==> src/rtl/uart_pkg.sv <==
// uart_pkg: shared types and constants for the UART receive path.
//   uart_rx_state_t     - receiver FSM states
//   UART_DATA_BITS      - data bits per frame
//   UART_RX_MIN_DIVIDER - smallest usable bit period in clocks
package uart_pkg;

    typedef enum logic [2:0] {
        IDLE,
        START,
        DATA,
        PARITY,
        STOP1,
        STOP2
    } uart_rx_state_t;

    localparam int UART_DATA_BITS      = 8;
    localparam int UART_RX_MIN_DIVIDER = 4;

endpackage

==> src/rtl/uart_sync.sv <==
// uart_sync: STAGES-flop synchronizer for an asynchronous single-bit input.
// Flops reset to 1 so an idle (high) serial line reads idle straight out of reset.
//   clock, reset : clock and synchronous active-high reset
//   d            : asynchronous input
//   q            : synchronized output, STAGES cycles behind d
module uart_sync #(
    parameter int STAGES = 2
) (
    input  logic clock,
    input  logic reset,
    input  logic d,
    output logic q
);

    logic [STAGES-1:0] ff;

    always_ff @(posedge clock) begin
        if (reset) ff <= '1;
        else       ff <= {ff[STAGES-2:0], d};
    end

    assign q = ff[STAGES-1];

endmodule

==> src/rtl/uart_rx.sv <==
// uart_rx: asynchronous serial receiver. Frame = start, 8 data bits LSB first,
// optional odd/even parity, one or two stop bits. Each bit is sampled at its
// midpoint; one byte per frame is presented with a one-cycle valid strobe.
//
// Ports:
//   clock_i, reset_i      : clock, synchronous active-high reset
//   serial_i              : asynchronous serial line (idles high)
//   clock_divider_i       : bit period N in clocks, values < 4 act as 4
//   two_stop_bits_i       : check a second stop bit
//   parity_bit_i          : frame carries a parity bit
//   parity_even_i         : 1 = even, 0 = odd parity
//   data_o, valid_o       : received byte and its one-cycle strobe
//   parity_error_o        : parity mismatch in the last frame
//   framing_error_o       : a stop bit sampled low in the last frame
//   busy_o                : frame in progress (through the valid cycle)
//
// Build option: UART_RX_MAJORITY_VOTE_EN - each sample becomes a 3-sample
// majority vote around the nominal point, taken one cycle later.
module uart_rx
    import uart_pkg::*;
#(
    parameter int SYNC_STAGES = 2
) (
    input  logic        clock_i,
    input  logic        reset_i,
    input  logic        serial_i,
    input  logic [15:0] clock_divider_i,
    input  logic        two_stop_bits_i,
    input  logic        parity_bit_i,
    input  logic        parity_even_i,
    output logic [7:0]  data_o,
    output logic        valid_o,
    output logic        parity_error_o,
    output logic        framing_error_o,
    output logic        busy_o
);

    localparam logic [2:0]  LAST_IDX = 3'(UART_DATA_BITS - 1);
    localparam logic [15:0] MIN_DIV  = 16'(UART_RX_MIN_DIVIDER);

    uart_rx_state_t state_q, state_d;

    logic                      rx_s;
    logic [SYNC_STAGES-1:0]    fill_q;
    logic                      rx_armed;
    logic [15:0]               cnt_q;
    logic [15:0]               div_q;
    logic                      two_stop_q;
    logic                      par_en_q;
    logic                      par_even_q;
    logic [2:0]                idx_q;
    logic [UART_DATA_BITS-1:0] shreg_q;
    logic                      par_err_q;
    logic                      frm_err_q;

    logic [15:0] div_clamped;
    logic [15:0] start_load;
    logic        start_edge;
    logic        tick;
    logic        bit_val;
    logic        par_exp;
    logic        done;

    uart_sync #(.STAGES(SYNC_STAGES)) u_sync (
        .clock (clock_i),
        .reset (reset_i),
        .d     (serial_i),
        .q     (rx_s)
    );

`ifdef UART_RX_MAJORITY_VOTE_EN
    // Two cycles of history: the vote is taken one cycle after the nominal
    // sample point, so the start delay is one cycle longer and every later
    // sample inherits that shift through the N-cycle reloads.
    logic rx_d1, rx_d2;

    always_ff @(posedge clock_i) begin
        if (reset_i) begin
            rx_d1 <= 1'b1;
            rx_d2 <= 1'b1;
        end else begin
            rx_d1 <= rx_s;
            rx_d2 <= rx_d1;
        end
    end

    assign bit_val    = (rx_s & rx_d1) | (rx_s & rx_d2) | (rx_d1 & rx_d2);
    assign start_load = (div_clamped >> 1) + 16'd1;
`else
    assign bit_val    = rx_s;
    assign start_load = div_clamped >> 1;
`endif

    assign div_clamped = (clock_divider_i < MIN_DIV) ? MIN_DIV : clock_divider_i;
    // rx_armed is only set once rx_s has been seen high after the synchronizer
    // has flushed, so a line held low through reset (or after a break) never
    // looks like a start edge.
    assign start_edge  = rx_armed & ~rx_s;
    assign tick        = (cnt_q == 16'd1);
    assign par_exp     = par_even_q ? ^shreg_q : ~^shreg_q;

    always_comb begin
        state_d = state_q;
        done    = 1'b0;
        case (state_q)
            IDLE:   if (start_edge) state_d = START;
            START:  if (tick) state_d = bit_val ? IDLE : DATA;
            DATA:   if (tick && idx_q == LAST_IDX) state_d = par_en_q ? PARITY : STOP1;
            PARITY: if (tick) state_d = STOP1;
            STOP1:  if (tick) begin
                        state_d = two_stop_q ? STOP2 : IDLE;
                        done    = ~two_stop_q;
                    end
            STOP2:  if (tick) begin
                        state_d = IDLE;
                        done    = 1'b1;
                    end
            default: state_d = IDLE;
        endcase
    end

    always_ff @(posedge clock_i) begin
        if (reset_i) begin
            state_q         <= IDLE;
            fill_q          <= '0;
            rx_armed        <= 1'b0;
            cnt_q           <= '0;
            div_q           <= MIN_DIV;
            two_stop_q      <= 1'b0;
            par_en_q        <= 1'b0;
            par_even_q      <= 1'b0;
            idx_q           <= '0;
            shreg_q         <= '0;
            par_err_q       <= 1'b0;
            frm_err_q       <= 1'b0;
            data_o          <= 8'h00;
            valid_o         <= 1'b0;
            parity_error_o  <= 1'b0;
            framing_error_o <= 1'b0;
            busy_o          <= 1'b0;
        end else begin
            state_q  <= state_d;
            valid_o  <= done;
            // Held through the valid cycle even though the FSM is already idle.
            busy_o   <= (state_d != IDLE) || done;
            fill_q   <= {fill_q[SYNC_STAGES-2:0], 1'b1};
            rx_armed <= rx_s & fill_q[SYNC_STAGES-1];

            if (cnt_q != 16'd0) cnt_q <= cnt_q - 16'd1;

            case (state_q)
                IDLE: if (start_edge) begin
                    cnt_q      <= start_load;
                    div_q      <= div_clamped;
                    two_stop_q <= two_stop_bits_i;
                    par_en_q   <= parity_bit_i;
                    par_even_q <= parity_even_i;
                    idx_q      <= '0;
                    par_err_q  <= 1'b0;
                    frm_err_q  <= 1'b0;
                end
                // A reload on a false start is harmless: IDLE ignores the counter.
                START: if (tick) cnt_q <= div_q;
                DATA: if (tick) begin
                    shreg_q[idx_q] <= bit_val;
                    idx_q          <= idx_q + 3'd1;
                    cnt_q          <= div_q;
                end
                PARITY: if (tick) begin
                    par_err_q <= (bit_val != par_exp);
                    cnt_q     <= div_q;
                end
                STOP1, STOP2: if (tick) begin
                    if (!bit_val) frm_err_q <= 1'b1;
                    cnt_q <= div_q;
                end
                default: ;
            endcase

            // The final stop sample is folded in directly since frm_err_q
            // has not absorbed it yet.
            if (done) begin
                data_o          <= shreg_q;
                parity_error_o  <= par_err_q;
                framing_error_o <= frm_err_q | ~bit_val;
            end
        end
    end

endmodule

==> config.mk <==
export PLATFORM = sky130hd
export DESIGN_NAME = uart_rx
export DESIGN_NICKNAME = d
export VERILOG_FILES = /design/src/rtl/uart_pkg.sv /design/src/rtl/uart_sync.sv /design/src/rtl/uart_rx.sv
export SDC_FILE = /design/constraint.sdc
export NUM_CORES = 1
export LEC_CHECK = 0
export CAP_MARGIN = 20
export CORE_AREA = 8 8 83 122
export DETAILED_ROUTE_END_ITERATION = 7
export DIE_AREA = 0 0 91 130
export SYNTH_ARGS = -nofsm -noshare
export SYNTH_HDL_FRONTEND = slang
export SYNTH_HIERARCHICAL = 1
export SYNTH_SLANG_ARGS = --single-unit
export TNS_END_PERCENT = 30
==> constraint.sdc <==
create_clock -name clock_i -period 3.1 [get_ports clock_i]
set_input_delay 0.31 -clock clock_i [delete_from_list [all_inputs] [get_ports clock_i]]
set_output_delay 0.31 -clock clock_i [all_outputs]
set_load 0.005 [all_outputs]
## Word-level counts from Yosys, hierarchy flattened

Cells that the tools add are included.

| word-level totals | value |
|---|---|
| output and inout port bits | 12 |
| logic and storage cells | 92 |
| bits in registers | 68 |
| bits of input ports | 22 |

| operators by class | value |
|---|---|
| add/sub/neg operators | 2 |
| magnitude comparators | 3 |
| reduce and logical (&&, ||, !) cells | 18 |
| equal/unequal tests | 13 |
| mux-type cells | 32 |
| bitwise operators | 5 |

Operator list:

| kind | count |
|---|---|
| 16-bit 2-to-1 mux | 4 |
| 16-bit case mux with 2 select lines | 1 |
| 3-bit 2-to-1 mux | 10 |
| 3-bit case mux with 6 select lines | 1 |
| 16-bit by 1-bit equality test with 1-bit output (second input constant) | 1 |
| 16-bit by 3-bit < comparator with 1-bit output (second input constant) | 1 |
| 16-bit nonzero test | 1 |
| 16-bit by 1-bit subtractor with 16-bit output (second input constant) | 1 |
| 2-bit inequality test (second input constant) | 5 |
| 3-bit equality test (second input constant) | 3 |
| 1-bit 2-to-1 mux | 9 |
| 8-bit bitwise mux | 1 |
| 8-bit XNOR reduction | 1 |
| 8-bit parity | 1 |
| 3-bit by 2-bit equality test with 1-bit output (second input constant) | 2 |
| 1-bit case mux with 2 select lines | 3 |
| 3-bit case mux with 2 select lines | 1 |
| 3-bit AND reduction | 2 |
| 2-bit nonzero test | 3 |
| 5-bit OR reduction | 1 |
| 3-bit by 4-bit < comparator with 1-bit output (second input constant) | 1 |
| 2-bit AND reduction | 2 |
| 4-bit AND reduction | 1 |
| 3-bit by 1-bit adder with 3-bit output (second input constant) | 1 |
| 13 further kinds | 16 |

## Longest topological paths before layout

Gate-level depths: netlist (run 1).

| logic depth | value |
|---|---|
| depth in word-level cells | 6 |
| mapped depth | 8 |
| depth with buffers taken out | 7 |

## Hierarchy

Netlist (run 1), hierarchy kept.

Modules (own cells, without submodules):

| module | times used | cells an instance | seq. area each (µm²) | area each (µm²) |
|---|---|---|---|---|
| uart_rx | 1 | 396 | 1321.3 | 3196.8 |
| uart_sync | 1 | 4 | 40.0 | 52.6 |

## Worst setup path before layout (run 1)

No wires, ideal clock.

| path | value |
|---|---|
| path type | reg-to-reg |
| start point | register cnt_q[0] |
| end point | register idx_q[0] |
| period minus slack after synthesis | 2.191 ns |
| path slack | 0.909 ns |
| stages on the path, launching flop included | 7 |
| buffers on the path | 0 |
| arrival time | 2.059 ns |
| library setup time | 0.132 ns |
| data required time | 2.968 ns |
| cells stage by stage | dfxtp_1 ha_1 or4b_1 or3_1 or4_1 nand3_1 a21oi_1 |

| between the ends | value |
|---|---|
| word-level cells in the longest chain between the ends | 3 |

Ends and longest elaborated chain:

| item | line | RTL |
|---|---|---|
| start, declared | uart_rx.sv:46 | `logic [15:0] cnt_q;` |
| start signal, assigned | uart_rx.sv:149 | `if (cnt_q != 16'd0) cnt_q <= cnt_q - 16'd1;` |
| start signal, assigned | uart_rx.sv:153 | `cnt_q <= start_load;` |
| start signal, assigned | uart_rx.sv:163 | `START: if (tick) cnt_q <= div_q;` |
| 16-bit by 1-bit equality test with 1-bit output | uart_rx.sv:99 | `assign tick = (cnt_q == 16'd1);` |
| 2-bit inequality test (no source line) | n/a |  |
| 3-bit AND reduction (no source line) | n/a |  |
| end signal, assigned | uart_rx.sv:166 | `idx_q <= idx_q + 3'd1;` |
| end, declared | uart_rx.sv:51 | `logic [2:0] idx_q;` |

Every way passes these cells.
A chain may end at the register's enable or synchronous reset.

## Worst setup path in the final report (run 1)

| path | value |
|---|---|
| start point | register cnt_q[0] |
| end point | register cnt_q[4] |

| between the ends | value |
|---|---|
| word-level cells in the longest chain between the ends | 4 |
| elaborated cells on any way between the ends | 7 |
| those cells by class | add/sub: 1; eq/ne: 1; mux: 4; reduce/logical: 1 |

Ends and longest elaborated chain:

| item | line | RTL |
|---|---|---|
| 16-bit by 1-bit subtractor with 16-bit output or 16-bit nonzero test (tied branches) | uart_rx.sv:149 |  |
| 16-bit 2-to-1 mux | uart_rx.sv:149 |  |
| 16-bit 2-to-1 mux (on tied branches) | n/a |  |
| 16-bit case mux with 2 select lines * | uart_rx.sv:151 | `case (state_q)` |

Every way passes the cells marked *; elsewhere a longest branch is shown, timed or not.

==> impl_metrics.env, run 1 <==
export IMPL_cts_sinks=68
export IMPL_finalCriticalPeriod_ns=2.582
export IMPL_synth_sequential_area_ratio_pct=41.89
export IMPL_hold_path_depth=2
export IMPL_hold_path_startpoint="reset_i"
export IMPL_io_pins=34
export IMPL_core_region_area_mm2=0.008310
export IMPL_postSynth_asyncResetShare_pct=0
export IMPL_yosysWarningCount=6
export IMPL_clockBufferDepth=2
export IMPL_placement_rows=41
export IMPL_crit_path_end_kind="flop"
export IMPL_drt_pass1_iter_count=7
export IMPL_drt_wl_total_mm=9.474
export IMPL_via_count=3137
export IMPL_final_worst_path_cycle_share_pct=83.29
export IMPL_slew_limit_headroom_pct=45.71
export IMPL_dieWidth_um=91
export IMPL_setup_viol=0
export IMPL_postRouteAntennaNets=0
export IMPL_die_height_um=130
export IMPL_run_status="completed"
export IMPL_finalHoldViolations=0
export IMPL_setup_worst_path_start_class="flop"
export IMPL_synth_enable_flop_cells=0
export IMPL_power_static_leakage_nw=1.359
export IMPL_worst_slack_ns=0.5179
export IMPL_cap_viol_max_count=0
export IMPL_r2r_setup_slk_ns=0.52
export IMPL_power_per_cell_area_mw_per_mm2=740.7
export IMPL_number_of_diodes_added_for_antenna_fixing=0
export IMPL_synthesis_instances=400
export IMPL_antenna_found_initial=0
export IMPL_maxClockFrequency_mhz=387.3
export IMPL_violation_count_after_the_first_detailed_routing_iteration=182
export IMPL_grt_max_degree=40
export IMPL_largest_voltage_drop_on_the_vdd_net_uv=331.3
export IMPL_tritoncts="built"
export IMPL_worst_slew_pin_slew_ns=0.8069
export IMPL_cts_hold_buffers=0
export IMPL_critical_path_max_fanout=14
export IMPL_synth_cell_types=50
export IMPL_whs_endpoint="div_q[10]$_SDFFE_PP0P_"
export IMPL_inserted_clock_buffers=9
export IMPL_grt_pass1_vias=3243
export IMPL_worst_ep_arrival_time_ns=2.80
export IMPL_place_ws_ns=0.5862
export IMPL_synth_ff_latch_count=68
export IMPL_post_route_cells_drive_above_1_share_pct=8.276
export IMPL_synthesis_area_mm2=0.003249
export IMPL_cts_htree_levels=3
export IMPL_setup_total_negative_slack_ns=0
export IMPL_syn_nets=426
export IMPL_grt_first_pass_wirelength_mm=15.50
export IMPL_number_of_max_slew_violations_in_the_final_report=0
export IMPL_timing_critical_path_required_ns=3.32
export IMPL_grt_overflow_total=0
export IMPL_routed_wire_length_per_instance_um=17.48
export IMPL_rr_endpoint="cnt_q[4]$_SDFF_PP0_"
export IMPL_cts_setup_buffers=0
export IMPL_hold_class="in2reg"
export IMPL_timing_worst_setup_path_type="reg2reg"
export IMPL_clock_latency_ns=0.34
export IMPL_avgViaCountPerCell=5.788
export IMPL_grt_setup_unrepaired="false"
export IMPL_drc_markers=0
export IMPL_area_growth_syn_to_layout_pct=22.56
export IMPL_timing_clock_skew_ns=0.006830
export IMPL_port_buffers=33
export IMPL_track_usage_pct=16.60
export IMPL_ctsRootBufferMaster="sky130_fd_sc_hd__clkbuf_16"
export IMPL_ys_flop_type="sky130_fd_sc_hd__dfxtp_1"
export IMPL_syn_avg_cell_area_um2=8.123
export IMPL_finalNetCount=456
export IMPL_ff2ff_path_depth=7
export IMPL_post_cts_resized=0
export IMPL_critical_path_reg2reg_startpoint="cnt_q[0]$_SDFF_PP0_"
export IMPL_start_util_pct=39.10
export IMPL_die_area_mm2=0.01183
export IMPL_gp_congestion=0.8837
export IMPL_cts_reportedPaths_clkPinSlew_ns=0.06
export IMPL_dpl_hpwl_mm=6.732
synthesized netlist by cell type, types with 7 or more instances:
master / number / area [um^2]
sky130_fd_sc_hd__a21boi_0: 11 / 82.58
sky130_fd_sc_hd__a21oi_1: 54 / 270.3
sky130_fd_sc_hd__clkbuf_1: 21 / 78.83
sky130_fd_sc_hd__dfxtp_1: 68 / 1361
sky130_fd_sc_hd__inv_1: 7 / 26.28
sky130_fd_sc_hd__nand2_1: 65 / 244.0
sky130_fd_sc_hd__nand3_1: 16 / 80.08
sky130_fd_sc_hd__nand4_1: 9 / 56.30
sky130_fd_sc_hd__nor2_1: 18 / 67.56
sky130_fd_sc_hd__nor2b_1: 9 / 56.30
sky130_fd_sc_hd__nor3_1: 13 / 65.06
sky130_fd_sc_hd__nor4_1: 8 / 50.05
sky130_fd_sc_hd__o21ai_0: 11 / 55.05
sky130_fd_sc_hd__o22ai_1: 13 / 81.33
sky130_fd_sc_hd__xnor2_1: 11 / 96.34
kinds of logic (layout without fill, tap and decap cells):
kind of cell | count (synthesis) | in the layout | share of synthesized area [%]
multiplexers | 5 | 5 | 1.579
XOR/XNOR | 13 | 13 | 3.928
buffers and inverters | 31 | 66 | 3.697
flip-flops | 68 | 68 | 41.89
adder cells (fa/ha/maj) | 4 | 4 | 1.540
AND/OR/NAND/NOR | 172 | 172 | 27.03
AO/OA/AOI/OAI | 107 | 107 | 20.33
how the worst max path moves through the flow:
| stage | cells past startpoint | slack (ns) | to | startpoint |
|---|---|---|---|---|
| finish | 7 | 0.52 | cnt_q[4]$_SDFF_PP0_ | cnt_q[0]$_SDFF_PP0_ |
| global route | 7 | 0.43 | cnt_q[4]$_SDFF_PP0_ | cnt_q[0]$_SDFF_PP0_ |
| CTS | 7 | 0.55 | cnt_q[4]$_SDFF_PP0_ | cnt_q[0]$_SDFF_PP0_ |
| detailed placement | 7 | 0.59 | cnt_q[4]$_SDFF_PP0_ | cnt_q[0]$_SDFF_PP0_ |
| global placement | 7 | 0.67 | cnt_q[4]$_SDFF_PP0_ | cnt_q[0]$_SDFF_PP0_ |
| floorplan | 6 | 0.91 | idx_q[0]$_SDFFE_PP0P_ | cnt_q[0]$_SDFF_PP0_ |
routing by layer:
metal | routed length, um | vias to the layer above | track usage (%)
met2 | 5063 | 87 | 30.98
met5 | 0 | - | 0
met4 | 411 | 0 | 10.26
met3 | 459 | 34 | 4.483
met1 | 3540 | 1514 | 15.87
li1 | - | 1502 | -
worst max-delay path, cell delays in order (launching register included):
cell,delay [ns]
sky130_fd_sc_hd__dfxtp_1,0.42
sky130_fd_sc_hd__ha_1,0.18
sky130_fd_sc_hd__or4b_1,0.49
sky130_fd_sc_hd__or3_1,0.48
sky130_fd_sc_hd__o311ai_4,0.30
sky130_fd_sc_hd__buf_4,0.26
sky130_fd_sc_hd__a21oi_1,0.06
sky130_fd_sc_hd__a221o_1,0.28
area by class of cell:
class                      count  area, um^2
clock inverter                 6       63.81
sequential                    68        1361
timing repair buffer          43       400.4
fill                         847        4328
clock buffer                  10       229.0
multi-input combinational    301        1768
inverter                       7       26.28
tap                          107       133.9
per-stage QoR:
stage                     power, W  hold slack [ns]  std cells  area, um^2  util, %
final                     0.002950           0.3515        542        3983    47.92
after global routing      0.003109           0.3827        542        3983    47.92
after CTS                 0.002956           0.3571        542        3983    47.92
after detailed placement  0.001936           0.3945        526        3690    44.40
after global placement    0.001919           0.3862        526        3690    44.40
after floorplan           0.001702           0.3832        400        3249        -
state kept, by name, summed over array words and instances, names as in the netlist:
signal           count
busy_o               1
cnt_q               16
data_o               8
div_q               16
fill_q               2
framing_error_o      1
frm_err_q            1
idx_q                3
par_en_q             1
par_err_q            1
par_even_q           1
parity_error_o       1
rx_armed             1
shreg_q              8
state_q              3
two_stop_q           1
u_sync/ff            2
valid_o              1
layout by cell type, fill, tap and decap left out, types with 7 or more instances in the layout:
| cell type | netlist | routed |
|---|---|---|
| sky130_fd_sc_hd__buf_4 | 0 | 10 |
| sky130_fd_sc_hd__clkdlybuf4s50_1 | 0 | 32 |
| sky130_fd_sc_hd__nor2b_1 | 9 | 9 |
| sky130_fd_sc_hd__o21ai_0 | 11 | 11 |
| sky130_fd_sc_hd__nor4_1 | 8 | 8 |
| sky130_fd_sc_hd__xnor2_1 | 11 | 11 |
| sky130_fd_sc_hd__a21boi_0 | 11 | 11 |
| sky130_fd_sc_hd__o22ai_1 | 13 | 13 |
| sky130_fd_sc_hd__clkbuf_16 | 0 | 9 |
| sky130_fd_sc_hd__nand2_1 | 65 | 65 |
| sky130_fd_sc_hd__inv_1 | 7 | 7 |
| sky130_fd_sc_hd__a21oi_1 | 54 | 54 |
| sky130_fd_sc_hd__dfxtp_1 | 68 | 68 |
| sky130_fd_sc_hd__nand3_1 | 16 | 16 |
| sky130_fd_sc_hd__nor3_1 | 13 | 13 |
| sky130_fd_sc_hd__nor2_1 | 18 | 18 |
| sky130_fd_sc_hd__nand4_1 | 9 | 9 |
report_power, final:
group / switching, W / leakage (nW) / internal (W) / total, W
combinational: 0.000552 / 0.668 / 0.000352 / 0.000904
clock: 0.000389 / 0.139 / 0.000622 / 0.00101
sequential: 0.0000875 / 0.551 / 0.000948 / 0.00104
No activity file was read; power rests on OpenSTA's default activity.
==> inputs of run 2 (changes only) <==
clock period = 2.7 ns   (was 3.1 ns; I/O delays follow)
==> run 2 against run 1 <==
Utilization up 0.92 points. First-iteration DRC count down 16%. Combinational power up 22%. Largest power group is now the clock network. Die area unchanged. Final area up 1.9%. Wire length down 1.9%. Global-route usage down 0.49 points. Via count down 2.6%. Critical path depth down 1. Clock skew about the same. Largest cell class unchanged. Maximum frequency up 8.6%.
==> impl_metrics.env, run 2 (synthesized netlist as in run 1, its figures left out) <==
export IMPL_run_status="completed"
export IMPL_cp_slowest_stage_delay_ns=0.48
export IMPL_postRouteAntennaNets=0
export IMPL_crit_path_end_kind="flop"
export IMPL_io_pins=34
export IMPL_ctsRootBufferMaster="sky130_fd_sc_hd__clkbuf_16"
export IMPL_avgViaCountPerCell=5.578
export IMPL_worst_slew_pin_slew_ns=0.8405
export IMPL_clock_latency_ns=0.33
export IMPL_cts_setup_buffers=0
export IMPL_violation_count_after_the_first_detailed_routing_iteration=153
export IMPL_maxClockFrequency_mhz=420.5
export IMPL_dieWidth_um=91
export IMPL_grt_max_degree=34
export IMPL_cts_hold_buffers=0
export IMPL_final_worst_path_cycle_share_pct=88.08
export IMPL_drt_pass1_iter_count=4
export IMPL_area_growth_syn_to_layout_pct=24.91
export IMPL_cts_htree_levels=3
export IMPL_clockBufferDepth=2
export IMPL_finalCriticalPeriod_ns=2.378
export IMPL_tritoncts="built"
export IMPL_core_region_area_mm2=0.008310
export IMPL_start_util_pct=39.10
export IMPL_cp_num_buf_inv=1
export IMPL_antenna_found_initial=0
export IMPL_most_used_cells_in_the_layout_excluding_fill_and_tap_cells="68 x sky130_fd_sc_hd__dfxtp_1, 65 x sky130_fd_sc_hd__nand2_1, 54 x sky130_fd_sc_hd__a21oi_1"
export IMPL_track_usage_pct=16.11
export IMPL_hold_class="in2reg"
export IMPL_crit_slowest_cell="sky130_fd_sc_hd__or4b_1"
export IMPL_power_static_leakage_nw=1.412
export IMPL_dpl_hpwl_mm=6.670
export IMPL_grt_overflow_total=0
export IMPL_die_height_um=130
export IMPL_post_cts_resized=0
export IMPL_finalNetCount=463
export IMPL_critical_path_max_fanout=10
export IMPL_timing_clock_skew_ns=0.006720
export IMPL_drt_wl_total_mm=9.293
export IMPL_reg_largest_list="cnt_q x16, div_q x16"
export IMPL_drc_markers=0
export IMPL_number_of_max_slew_violations_in_the_final_report=0
export IMPL_fillers=853
export IMPL_inserted_clock_buffers=9
export IMPL_grt_pass1_vias=3027
export IMPL_timing_worst_setup_path_type="reg2reg"
export IMPL_gp_congestion=0.8532
export IMPL_setup_total_negative_slack_ns=0
export IMPL_cts_reportedPaths_clkPinSlew_ns=0.06
export IMPL_placement_rows=41
export IMPL_path_cells="ha_1 -> or4b_1 -> or3_1 -> o311ai_4 -> buf_4 -> o22ai_1"
export IMPL_port_buffers=33
export IMPL_timing_critical_path_required_ns=2.90
export IMPL_final_design_area_no_fill_mm2=0.004059
export IMPL_finalHoldViolations=0
export IMPL_worst_ep_arrival_time_ns=2.58
export IMPL_largest_voltage_drop_on_the_vdd_net_uv=361.1
export IMPL_routed_wire_length_per_instance_um=16.96
export IMPL_post_route_cells_drive_above_1_share_pct=9.524
export IMPL_setup_worst_path_start_class="flop"
export IMPL_number_of_diodes_added_for_antenna_fixing=0
export IMPL_cts_sinks=68
export IMPL_layout_commonest_cell="sky130_fd_sc_hd__dfxtp_1"
export IMPL_dpl_cell_area_mm2=0.003742
export IMPL_grt_first_pass_wirelength_mm=15.03
export IMPL_grt_setup_unrepaired="false"
export IMPL_die_area_mm2=0.01183
export IMPL_via_count=3057
export IMPL_setup_viol=0
export IMPL_power_per_cell_area_mw_per_mm2=873.9
export IMPL_cap_viol_max_count=0
export IMPL_slew_limit_headroom_pct=43.97
export IMPL_cpLargestDelayFamily="simple AND/OR/NAND/NOR gates"
[run 2: routing by layer]
| metal | part of all wire, % | up-vias | routed length (um) | global-route usage, % |
|---|---|---|---|---|
| met4 | 4.3 | 0 | 399 | 9.971 |
| met2 | 53 | 63 | 4924 | 29.31 |
| met3 | 3.4 | 29 | 313 | 3.908 |
| met1 | 39 | 1455 | 3656 | 16.27 |
| li1 | - | 1510 | - | - |
| met5 | 0 | - | 0 | 0 |
[run 2: path summary, 6_finish.rpt]
kind / slack, ns / from / endpoint / cells past startpoint
worst max register to register: 0.32 / cnt_q[0]$_SDFF_PP0_ / cnt_q[13]$_SDFF_PP0_ / 6
worst min register to register: 0.40 / u_sync/ff[0]$_SDFF_PP1_ / u_sync/ff[1]$_SDFF_PP1_ / 1
worst min-delay path: 0.38 / reset_i / fill_q[1]$_SDFF_PP0_ / 2
worst max-delay path: 0.32 / cnt_q[0]$_SDFF_PP0_ / cnt_q[13]$_SDFF_PP0_ / 6
[run 2: worst register-to-register path: stages, from the launching register on]
cell                       delay, ns
sky130_fd_sc_hd__dfxtp_1        0.41
sky130_fd_sc_hd__ha_1           0.16
sky130_fd_sc_hd__or4b_1         0.48
sky130_fd_sc_hd__or3_1          0.44
sky130_fd_sc_hd__o311ai_4       0.38
sky130_fd_sc_hd__buf_4          0.25
sky130_fd_sc_hd__o22ai_1        0.12
[run 2: where the power goes]
group          internal (W)  switching, W  total (W)
logic              0.000472      0.000626    0.00110
registers           0.00109      0.000104    0.00119
clock network      0.000828      0.000428    0.00126
[run 2: metrics by stage]
step	hold WS, ns	std cells	setup slack, ns	utilization [%]	total power (W)
detailed placement	0.3940	533	0.3511	45.03	0.002290
finish	0.3844	548	0.3218	48.84	0.003547
CTS	0.3766	548	0.3274	48.84	0.003558
floorplan	0.3671	400	0.5090	-	0.001955
global placement	0.3895	533	0.3906	45.03	0.002275
global route	0.3948	548	0.1819	48.84	0.003724
[run 2: final cells by class]
type | count | area, um^2 | share of cell area (%)
tap | 107 | 133.9 | 3.298
timing repair buffer | 50 | 452.9 | 11.16
sequential | 68 | 1361 | 33.54
inverter | 7 | 26.28 | 0.6473
clock buffer | 11 | 242.7 | 5.980
multi-input combinational | 301 | 1768 | 43.56
clock inverter | 4 | 73.82 | 1.819
==> inputs of run 3 (changes only) <==
ABC_AREA = 1   (was not set)
CORE_AREA = 8 8 85 124   (was 8 8 83 122)
DIE_AREA = 0 0 93 132   (was 0 0 91 130)
==> run 3 against run 2 <==
Critical path type unchanged. Hold slack improved by 0.020 ns. Critical path depth rose by 2. Highest routed layer unchanged. Sequential power barely moved. Combinational power barely moved. Synthesized cell count rose by 21%. Non-clock buffer count fell by 13.
==> impl_metrics.env, run 3 <==
export IMPL_run_status="completed"
export IMPL_timing_critical_path_required_ns=2.96
export IMPL_postSynth_asyncResetShare_pct=0
export IMPL_yosys_cell_count_top_type="sky130_fd_sc_hd__nand2_1"
export IMPL_area_growth_syn_to_layout_pct=21.64
export IMPL_ctsRootBufferMaster="sky130_fd_sc_hd__clkbuf_16"
export IMPL_gp_congestion=0.9076
export IMPL_setup_worst_path_start_class="flop"
export IMPL_r2r_setup_slk_ns=0.81
export IMPL_synthesis_instances=483
export IMPL_maxClockFrequency_mhz=528.4
export IMPL_reg_largest_list="cnt_q x16, div_q x16"
export IMPL_worst_ep_arrival_time_ns=2.15
export IMPL_synthesis_area_mm2=0.003393
export IMPL_largest_voltage_drop_on_the_vdd_net_uv=697.3
export IMPL_grt_setup_unrepaired="false"
export IMPL_power_static_leakage_nw=1.819
export IMPL_start_util_pct=38.90
export IMPL_clockBufferDepth=2
export IMPL_multi_input_comb_area_mm2=0.001765
export IMPL_ff2ff_path_depth=8
export IMPL_dpl_hpwl_mm=7.012
export IMPL_most_used_cells_in_the_layout_excluding_fill_and_tap_cells="114 x sky130_fd_sc_hd__nand2_1, 69 x sky130_fd_sc_hd__nor2_1, 68 x sky130_fd_sc_hd__dfxtp_1"
export IMPL_number_of_max_slew_violations_in_the_final_report=0
export IMPL_critical_path_reg2reg_startpoint="u_sync/ff[1]$_SDFF_PP1_"
export IMPL_postRouteAntennaNets=0
export IMPL_synth_top_area_share_pct=40.12
export IMPL_grt_max_degree=23
export IMPL_cap_viol_max_count=0
export IMPL_crit_path_end_kind="flop"
export IMPL_worst_slack_ns=0.8074
export IMPL_dieWidth_um=93
export IMPL_worst_slew_pin_slew_ns=0.7102
export IMPL_fin_cells=634
export IMPL_critical_path_endpoint="cnt_q[8]$_SDFF_PP0_"
export IMPL_synth_ff_latch_count=68
export IMPL_violation_count_after_the_first_detailed_routing_iteration=164
export IMPL_syn_nets=509
export IMPL_avgViaCountPerCell=4.987
export IMPL_port_buffers=33
export IMPL_critical_path_startpoint="u_sync/ff[1]$_SDFF_PP1_"
export IMPL_rr_endpoint="cnt_q[8]$_SDFF_PP0_"
export IMPL_grt_overflow_total=0
export IMPL_final_design_utilization_pct=47.32
export IMPL_power_per_cell_area_mw_per_mm2=845.3
export IMPL_setup_viol=0
export IMPL_number_of_diodes_added_for_antenna_fixing=0
export IMPL_hold_path_startpoint="fill_q[0]$_DFF_P_"
export IMPL_yosysWarningCount=6
export IMPL_finalHoldViolations=0
export IMPL_cts_setup_buffers=0
export IMPL_core_region_area_mm2=0.008723
export IMPL_yosys_top_cells_area="sky130_fd_sc_hd__dfxtp_1 40%, sky130_fd_sc_hd__nand2_1 13%, sky130_fd_sc_hd__nor2_1 7.6%"
export IMPL_place_ws_ns=0.8063
export IMPL_cts_hold_buffers=0
export IMPL_finalCriticalPeriod_ns=1.893
export IMPL_register_area_mm2=0.001361
export IMPL_synth_cell_count_leaders="114 x sky130_fd_sc_hd__nand2_1, 69 x sky130_fd_sc_hd__nor2_1, 68 x sky130_fd_sc_hd__dfxtp_1, 49 x sky130_fd_sc_hd__inv_1, 37 x sky130_fd_sc_hd__a21oi_1"
export IMPL_ys_flop_type="sky130_fd_sc_hd__dfxtp_1"
export IMPL_placement_rows=42
export IMPL_tritoncts="built"
export IMPL_synth_enable_flop_cells=0
export IMPL_critical_path_max_fanout=20
export IMPL_slew_limit_headroom_pct=52.48
export IMPL_hold_class="reg2reg"
export IMPL_cts_sinks=68
export IMPL_syn_avg_cell_area_um2=7.025
export IMPL_cts_reportedPaths_clkPinSlew_ns=0.05
export IMPL_timing_clock_skew_ns=0.006824
export IMPL_setup_total_negative_slack_ns=0
export IMPL_finalNetCount=545
export IMPL_fillers=931
export IMPL_timing_worst_setup_path_type="reg2reg"
export IMPL_post_cts_resized=0
export IMPL_grt_first_pass_wirelength_mm=14.96
export IMPL_synth_sequential_area_ratio_pct=40.12
export IMPL_dpl_cell_count=618
export IMPL_die_height_um=132
export IMPL_fin_total_pwr_w=0.003489
export IMPL_cts_htree_levels=3
export IMPL_clock_latency_ns=0.33
export IMPL_synth_cell_types=37
export IMPL_antenna_found_initial=0
export IMPL_post_route_cells_drive_above_1_share_pct=7.061
export IMPL_drt_pass1_iter_count=4
export IMPL_routed_wire_length_per_instance_um=14.21
export IMPL_track_usage_pct=15.36
export IMPL_die_area_mm2=0.01228
export IMPL_inserted_clock_buffers=9
export IMPL_drc_markers=0
export IMPL_drt_wl_total_mm=9.006
export IMPL_synth_area_leader_cell="sky130_fd_sc_hd__dfxtp_1"
export IMPL_grt_pass1_vias=3148
export IMPL_final_worst_path_cycle_share_pct=70.10
export IMPL_io_pins=34
export IMPL_via_count=3162
export IMPL_layout_commonest_cell="sky130_fd_sc_hd__nand2_1"
## run 3: changes by cell type in the layout (fill, tap and decap cells not counted), sizes merged, moves of 14 or more
cell	previous run	this run
a21oi	54	37
buf	18	4
inv	7	54
nand2	65	119
nand3	16	31
nor2	18	78
o21ai	11	34
## run 3: cells by family after synthesis
kind of cell               share of synthesized area (%)
buffers and inverters                              7.854
and+or+nand+nor                                    33.26
DFF                                                40.12
xor gates and xnor gates                           3.872
AOI/OAI and AO/OA                                  13.42
adders and majority gates                          1.475
## run 3: worst min-delay path by stage
| stage | endpoint | depth (start not counted) |
|---|---|---|
| after floorplan | div_q[0]$_SDFFE_PP0P_ | 1 |
| after global placement | fill_q[1]$_SDFF_PP0_ | 2 |
| after detailed placement | fill_q[1]$_SDFF_PP0_ | 2 |
| after CTS | fill_q[1]$_SDFF_PP0_ | 2 |
| after global routing | rx_armed$_SDFF_PP0_ | 2 |
| final | fill_q[1]$_SDFF_PP0_ | 2 |
## run 3: layout make-up
type                    instances  area share [%]
multi-input cells             349           42.77
flip-flops and latches         68           32.98
repair buffers                 37           8.730
clock buffers                  15           6.487
inverters                      54           4.971
well taps                     110           3.334
clock inverters                 1          0.7275
## run 3: metrics by stage
| step | instance area [um^2] | hold slack [ns] |
|---|---|---|
| 6_report | 4128 | 0.4049 |
| 5_1_grt | 4128 | 0.4405 |
| 4_1_cts | 4128 | 0.4057 |
| 3_5_place_dp | 3830 | 0.3987 |
| 3_3_place_gp | 3830 | 0.3908 |
| 2_1_floorplan | 3393 | 0.3485 |
## run 3: worst max-delay path, stage by stage, from the launching register on
cell and delay, ns:
sky130_fd_sc_hd__dfxtp_1 0.40, sky130_fd_sc_hd__inv_2 0.18, sky130_fd_sc_hd__nand2_1 0.07, sky130_fd_sc_hd__inv_1 0.11, sky130_fd_sc_hd__nand2_2 0.20, sky130_fd_sc_hd__inv_2 0.36
sky130_fd_sc_hd__nand2_1 0.18, sky130_fd_sc_hd__a21boi_1 0.17, sky130_fd_sc_hd__o22ai_1 0.15
## run 3: metal layers
metal | vias up | track usage, % | wire length [um]
li1 | 1618 | - | -
met1 | 1461 | 14.86 | 3350
met2 | 57 | 28.92 | 5061
met3 | 26 | 2.908 | 230
met4 | 0 | 8.731 | 364
met5 | - | 0 | 0
## run 3: report_power, final
part           internal [W]  switching, W  leakage, nW
logic              0.000398      0.000722         1.12
clock network      0.000766      0.000398        0.144
registers           0.00111     0.0000970        0.552
total               0.00227       0.00122         1.82
